===== config.mk =====
export PLATFORM = sky130hd
export DESIGN_NAME = bcd_display_scanner
export DESIGN_NICKNAME = d
export VERILOG_FILES = /design/src/rtl/display_pkg.sv /design/src/rtl/seg7_decode.sv /design/src/rtl/bcd_display_scanner.sv
export SDC_FILE = /design/constraint.sdc
export NUM_CORES = 1
export LEC_CHECK = 0
export ABC_AREA = 1
export CAP_MARGIN = 25
export CORE_MARGIN = 3
export CORE_UTILIZATION = 30
export DETAILED_ROUTE_END_ITERATION = 8
export PLACE_DENSITY_LB_ADDON = 0.15
export SLEW_MARGIN = 15
export SYNTH_ARGS = -nofsm -noshare
export SYNTH_HDL_FRONTEND = slang
export SYNTH_SLANG_ARGS = --single-unit

===== constraint.sdc =====
create_clock -name Clk -period 1.9 [get_ports Clk]
set_input_delay 0.19 -clock Clk [delete_from_list [all_inputs] [get_ports Clk]]
set_output_delay 0.19 -clock Clk [all_outputs]
set_load 0.01 [all_outputs]

===== src/rtl/display_pkg.sv =====
// Shared constants for the BCD display scanner: digit-slot states,
// the calculator overflow code and active-low 7-segment patterns.
package display_pkg;

  // Digit slot currently being driven; wraps S_D3 -> S_D0 once per frame.
  typedef enum logic [1:0] {
    S_D0 = 2'd0,
    S_D1 = 2'd1,
    S_D2 = 2'd2,
    S_D3 = 2'd3
  } digit_state_e;

  // Calculator signals overflow by driving every BCD digit to this code.
  localparam logic [3:0] OVF_CODE = 4'hF;

  // Active-low segment patterns, bit order {g,f,e,d,c,b,a}.
  localparam logic [6:0] SEG_0     = 7'b1000000;
  localparam logic [6:0] SEG_1     = 7'b1111001;
  localparam logic [6:0] SEG_2     = 7'b0100100;
  localparam logic [6:0] SEG_3     = 7'b0110000;
  localparam logic [6:0] SEG_4     = 7'b0011001;
  localparam logic [6:0] SEG_5     = 7'b0010010;
  localparam logic [6:0] SEG_6     = 7'b0000010;
  localparam logic [6:0] SEG_7     = 7'b1111000;
  localparam logic [6:0] SEG_8     = 7'b0000000;
  localparam logic [6:0] SEG_9     = 7'b0010000;
  localparam logic [6:0] SEG_DASH  = 7'b0111111;
  localparam logic [6:0] SEG_BLANK = 7'b1111111;

  // Successor slot in the scan order.
  function automatic digit_state_e next_digit(input digit_state_e s);
    digit_state_e n;
    n = S_D0;
    case (s)
      S_D0:    n = S_D1;
      S_D1:    n = S_D2;
      S_D2:    n = S_D3;
      S_D3:    n = S_D0;
      default: n = S_D0;
    endcase
    return n;
  endfunction

  // Active-low anode enable for a slot (dead time handled by the caller).
  function automatic logic [3:0] slot_anode(input digit_state_e s);
    logic [3:0] a;
    a = '1;
    case (s)
      S_D0:    a = 4'b1110;
      S_D1:    a = 4'b1101;
      S_D2:    a = 4'b1011;
      S_D3:    a = 4'b0111;
      default: a = '1;
    endcase
    return a;
  endfunction

endpackage


===== src/rtl/seg7_decode.sv =====
// Combinational BCD to active-low 7-segment decoder with dash and blank
// overrides. Dash wins over blank; non-decimal values show blank.
module seg7_decode
  import display_pkg::*;
(
  input  logic [3:0] value_i,
  input  logic       blank_i,
  input  logic       dash_i,
  output logic [6:0] seg_o
);

  // Select the pattern: dash override, then blank, then the digit table.
  always_comb begin
    seg_o = SEG_BLANK;
    if (dash_i) begin
      seg_o = SEG_DASH;
    end else if (!blank_i) begin
      case (value_i)
        4'd0:    seg_o = SEG_0;
        4'd1:    seg_o = SEG_1;
        4'd2:    seg_o = SEG_2;
        4'd3:    seg_o = SEG_3;
        4'd4:    seg_o = SEG_4;
        4'd5:    seg_o = SEG_5;
        4'd6:    seg_o = SEG_6;
        4'd7:    seg_o = SEG_7;
        4'd8:    seg_o = SEG_8;
        4'd9:    seg_o = SEG_9;
        default: seg_o = SEG_BLANK;
      endcase
    end
  end

endmodule


===== src/rtl/bcd_display_scanner.sv =====
// Time-multiplexed 4-digit common-anode 7-segment driver for the
// calculator's BCD outputs. Inputs are snapshotted at each frame wrap,
// leading zeros are suppressed and overflow blinks four dashes.
module bcd_display_scanner
  import display_pkg::*;
#(
  parameter int unsigned SCAN_DIV     = 1024,
  parameter int unsigned BLINK_FRAMES = 64
) (
  input  logic       Clk,
  input  logic       Reset,
  input  logic [3:0] BCD0,
  input  logic [3:0] BCD1,
  input  logic [3:0] BCD2,
  input  logic [3:0] BCD3,
  output logic [3:0] Anode,
  output logic [6:0] Segments,
  output logic       FrameStart
);

  localparam int unsigned CNT_W = (SCAN_DIV > 2) ? $clog2(SCAN_DIV) : 1;
  localparam int unsigned BLK_W = (BLINK_FRAMES > 2) ? $clog2(BLINK_FRAMES) : 1;
  localparam logic [CNT_W-1:0] CNT_LAST = CNT_W'(SCAN_DIV - 1);
  localparam logic [BLK_W-1:0] BLK_LAST = BLK_W'(BLINK_FRAMES - 1);

  digit_state_e     state_q, state_d;
  logic [CNT_W-1:0] cnt_q, cnt_d;
  logic             wrap_q, wrap_d;
  logic [3:0][3:0]  shadow_q, shadow_d;
  logic [BLK_W-1:0] blink_cnt_q, blink_cnt_d;
  logic             blink_ph_q, blink_ph_d;
  logic [3:0]       anode_q, anode_d;
  logic [6:0]       seg_q, seg_d;
  logic             fs_q, fs_d;

  logic             ovf;
  logic [3:0]       lz;
  logic [3:0]       cur_digit;
  logic             cur_lz;
  logic             cur_blank;
  logic             cur_dash;
  logic [6:0]       dec_seg;

  // Divide counter and digit FSM; a wrap is the S_D3 -> S_D0 advance.
  always_comb begin
    state_d = state_q;
    cnt_d   = cnt_q + 1'b1;
    wrap_d  = 1'b0;
    if (cnt_q == CNT_LAST) begin
      cnt_d   = '0;
      state_d = next_digit(state_q);
      wrap_d  = (state_q == S_D3);
    end
  end

  // Shadow registers only load on the wrap so a frame never tears.
  always_comb begin
    shadow_d = shadow_q;
    if (wrap_d) begin
      shadow_d = {BCD3, BCD2, BCD1, BCD0};
    end
  end

  assign ovf = (shadow_q == {4{OVF_CODE}});

  // Blink timing advances once per overflow frame; it is held cleared
  // whenever the displayed snapshot is not an overflow, so a fresh
  // overflow always opens with dashes.
  always_comb begin
    blink_cnt_d = blink_cnt_q;
    blink_ph_d  = blink_ph_q;
    if (!ovf) begin
      blink_cnt_d = '0;
      blink_ph_d  = 1'b0;
    end else if (wrap_d) begin
      if (blink_cnt_q == BLK_LAST) begin
        blink_cnt_d = '0;
        blink_ph_d  = ~blink_ph_q;
      end else begin
        blink_cnt_d = blink_cnt_q + 1'b1;
      end
    end
  end

  // Leading-zero chain from the most significant digit; digit 0 always shows.
  always_comb begin
    lz    = '0;
    lz[3] = (shadow_q[3] == 4'd0);
    lz[2] = lz[3] && (shadow_q[2] == 4'd0);
    lz[1] = lz[2] && (shadow_q[1] == 4'd0);
    lz[0] = 1'b0;
  end

  // Pick the shadow digit and its suppression flag for the current slot.
  always_comb begin
    cur_digit = shadow_q[0];
    cur_lz    = lz[0];
    case (state_q)
      S_D0: begin cur_digit = shadow_q[0]; cur_lz = lz[0]; end
      S_D1: begin cur_digit = shadow_q[1]; cur_lz = lz[1]; end
      S_D2: begin cur_digit = shadow_q[2]; cur_lz = lz[2]; end
      S_D3: begin cur_digit = shadow_q[3]; cur_lz = lz[3]; end
      default: begin cur_digit = shadow_q[0]; cur_lz = 1'b0; end
    endcase
  end

  assign cur_dash  = ovf && !blink_ph_q;
  assign cur_blank = ovf ? blink_ph_q : cur_lz;

  seg7_decode u_seg7_decode (
    .value_i (cur_digit),
    .blank_i (cur_blank),
    .dash_i  (cur_dash),
    .seg_o   (dec_seg)
  );

  // Output register inputs from the present slot state: anode dead time on
  // counter 0, FrameStart on the first cycle after a wrap.
  always_comb begin
    anode_d = slot_anode(state_q);
    if (cnt_q == '0) begin
      anode_d = '1;
    end
    seg_d = dec_seg;
    fs_d  = wrap_q;
  end

  // State and output registers with asynchronous active-low reset.
  always_ff @(posedge Clk or negedge Reset) begin
    if (!Reset) begin
      state_q     <= S_D0;
      cnt_q       <= '0;
      wrap_q      <= 1'b0;
      shadow_q    <= '0;
      blink_cnt_q <= '0;
      blink_ph_q  <= 1'b0;
      anode_q     <= '1;
      seg_q       <= '1;
      fs_q        <= 1'b0;
    end else begin
      state_q     <= state_d;
      cnt_q       <= cnt_d;
      wrap_q      <= wrap_d;
      shadow_q    <= shadow_d;
      blink_cnt_q <= blink_cnt_d;
      blink_ph_q  <= blink_ph_d;
      anode_q     <= anode_d;
      seg_q       <= seg_d;
      fs_q        <= fs_d;
    end
  end

  assign Anode      = anode_q;
  assign Segments   = seg_q;
  assign FrameStart = fs_q;

endmodule

==> flow_summary_export.csv <==
group,metric,value,unit
logic_synthesis,synthSimpleGateAreaFrac,0.323,
finish,fin_cells,464,
global_routing,grt_max_degree,22,
global_routing,grt_pass1_wl,9000,microns
power_and_ir_drop,p_leak,0.00154,uW
finish,area_growth_syn_to_layout,26.3,%
sta,fmax,574,MHz
clock_network,htreeDepth,2,
logic_synthesis,synth_area_leader_cell,"dfrtp_1",
finish,fin_nets,389,
power_and_ir_drop,p_sw_frac,0.211,
logic_synthesis,synth_top_family_by_area,"simple AND/OR/NAND/NOR gates",
logic_synthesis,synth.area.mux_share,0,
place,dp.cells,453,
routing,dr.pass1.iters,5,
power_and_ir_drop,power.total,1710,uW
routing,drc,0,
critical_path,crit_family,"simple AND/OR/NAND/NOR gates",
finish,antenna_cells,0,
finish,final_util,0.396,
place,port_buffers,29,
clock_network,clockRootBuffer,"clkbuf_8",
sta,final.period_utilization,0.917,
routing,wl_per_cell,11.6,microns
global_routing,grt-ovfl-total,0,
floorplanning,core-area,7850,sq um
power_and_ir_drop,cellPowerDensity,551,nW/um^2
routing,wl,5390,microns
clock_network,cts_sinks,48,
critical_path,path_depth,11,
sta,fin_tns_setup,0,ns
floorplanning,die-height,96.6,microns
place,dp_hpwl,3990,microns
sta,slew_headroom,0.663,
floorplanning,rows,32,
clock_network,cts_tree,"done",
clock_network,numCtsBuffers,5,
sta,drv_slew,0,
global_routing,grt_antenna_before_repair,0,
place,gp_congestion,0.810,
finish,drive_gt1_frac,0.144,
critical_path,reg2reg_from,"state_q[1]",
logic_synthesis,async_flop_share,1.00,
floorplanning,io_pins,30,
routing,avgViaCountPerCell,4.33,
finish,final_cell_mix,"nand2_1 (119), dfrtp_1 (36), inv_1 (35)",
logic_synthesis,seq_area_frac_synth,0.493,
logic_synthesis,syn_inst,315,
logic_synthesis,synthAdderAreaFrac,0.0508,
power_and_ir_drop,pwr-share-clk,0.369,
clock_network,clk_pin_slew_worst_paths,0.09,ns
logic_synthesis,netlist.area_leader.share,0.376,
critical_path,worst_setup_path_start_kind,"register",
logic_synthesis,synth.avg_cell_area,7.82,sq um
routing,drt_iter0_drc,68,
critical_path,r2r_slack,0.16,ns
sta,worst_pin_slew,0.500,ns
critical_path,cp_cell_sequence,"inv_2, ha_4, inv_4, buf_4, or2_1, nand2_2, nand2_1, buf_4, nor2_1, o21ai_0, nand2_1",
critical_path,ff2ff_path_depth,11,
floorplanning,die_area,9330,sq um
run_status,status,"complete, no violations",
logic_synthesis,synth_area_leaders,"dfrtp_1 (38%), nand2_1 (18%), dfstp_2 (12%)",
critical_path,cp_max_fo,6,
critical_path,required,2.14,ns
critical_path,critical_path_arrival,1.99,ns
finish,final_common_cell,"nand2_1",
logic_synthesis,yosys_warnings,0,
critical_path,critPathBufInv,4,
power_and_ir_drop,p_seq_frac,0.596,
logic_synthesis,ys_types,28,
sta,finalSetupViolations,0,
sta,whs,0.351,ns
critical_path,path_class,"reg -> reg",
sta,finClkSkew,0.00716,ns
clock_network,clk_latency,0.30,ns
power_and_ir_drop,vdd_drop_max,0.000222,V
sta,period_minus_slack,1.74,ns
logic_synthesis,synthXorXnorAreaFrac,0.0107,
logic_synthesis,syn_nets,343,
critical_path,slowest_delay,0.44,ns
routing,postRouteAntennaNets,0,
logic_synthesis,synth_compound_area_frac,0.0488,
floorplanning,start_util,0.314,
logic_synthesis,synth-edff-count,0,
floorplanning,die_w,96.6,microns
critical_path,r2r-end,"Segments[3]",
global_routing,grtUsageTotal,0.125,
sta,rsz0062_at_grt,"yes",
logic_synthesis,ys_ff_latch,48,
power_and_ir_drop,combPwrFrac,0.034,
clock_network,cts.path.max_buffers,2,
routing,vias,2010,
flow_run,drv_cap,0,
worst_hold_path,worstHoldPathType,"in -> async",
logic_synthesis,synthFlopType,"dfrtp_1",
power_and_ir_drop,p_switching,361,uW
sta,finalHoldViolations,0,
power_and_ir_drop,p_int,1350,uW
critical_path,cp_slowest_cell,"dfrtp_1",
critical_path,endpoint_kind,"register",
global_routing,grt_pass1_vias,1908,
logic_synthesis,synthesis.area,2460,sq um
-- flip-flops by register name, indices dropped and copies added, names as in the netlist --
signal and cells:
state_q 2, cnt_q 10, blink_cnt_q 6, FrameStart 1
blink_ph_q 1, Segments 7, fs_d 1, Anode 4
shadow_q 16
-- area by class of cell --
| class | count | area (sq um) |
|---|---|---|
| clock buffer | 8 | 90.1 |
| fill | 844 | 4740 |
| inverter | 40 | 163 |
| multi-input combinational | 223 | 1120 |
| sequential | 48 | 1220 |
| tap | 102 | 128 |
| timing repair buffer | 43 | 393 |
-- cells by family after synthesis --
kind of cell    Yosys count
compound gates           23
xor+xnor                  3
fa+ha+maj                10
buf+inv                  44
flops                    48
simple gates            187
-- per-layer routing --
layer  share of wire  GRT usage
met1            0.52      0.174
met2            0.42      0.194
met3           0.042     0.0248
met4           0.016     0.0421
met5               0          0
-- synthesized netlist by cell type, types with 3 or more instances --
library cell,n
dfstp_2,11
ha_1,10
inv_1,38
nand2_2,3
a21oi_1,6
nor2_1,31
nor3_1,5
nand3_1,17
dfrtp_1,37
o21ai_0,12
nand2_1,119
nand4_1,3
xor2_1,3
-- metrics by stage --
step	setup WS, ns	instance area (sq um)
final	0.158	3110
after global routing	-0.0229	3110
after CTS	0.0115	3030
after detailed placement	0.0299	2930
after global placement	0.0784	2930
after floorplan	0.0290	2460
-- power by group through the flow --
stage / Sequential, uW / Combinational [uW] / Clock [uW]
global route: 1020 / 65.8 / 702
finish: 1020 / 59.0 / 633
global placement: 1040 / 59.3 / 0
floorplan: 1040 / 0.000501 / 0
detailed placement: 1040 / 59.6 / 0
CTS: 1020 / 61.6 / 664
-- worst max-delay path by stage --
| stage | start | end | slack, ns |
|---|---|---|---|
| after detailed placement | state_q[0] | Segments[6] | 0.03 |
| after floorplan | state_q[0] | Segments[6] | 0.03 |
| final | state_q[1] | Segments[3] | 0.16 |
| after CTS | state_q[0] | Segments[6] | 0.01 |
| after global routing | state_q[1] | Segments[6] | -0.02 |
| after global placement | state_q[0] | Segments[6] | 0.08 |
-- worst reg2reg max path, stage by stage, from the launching register on --
cell and delay, ns:
dfrtp_1 0.44, inv_2 0.13, ha_4 0.16, inv_4 0.05
buf_4 0.13, or2_1 0.23, nand2_2 0.08, nand2_1 0.08
buf_4 0.15, nor2_1 0.11, o21ai_0 0.08, nand2_1 0.07
-- what timing repair did --
item / CTS / global route
endpoints found under the setup margin: 0 / 10
buffers inserted: 0 / 2
hold buffers: 1 / 0
hold endpoints to repair: 9 / 0
gates resized for setup: 0 / 21
Power figures use the tool's default switching activity.
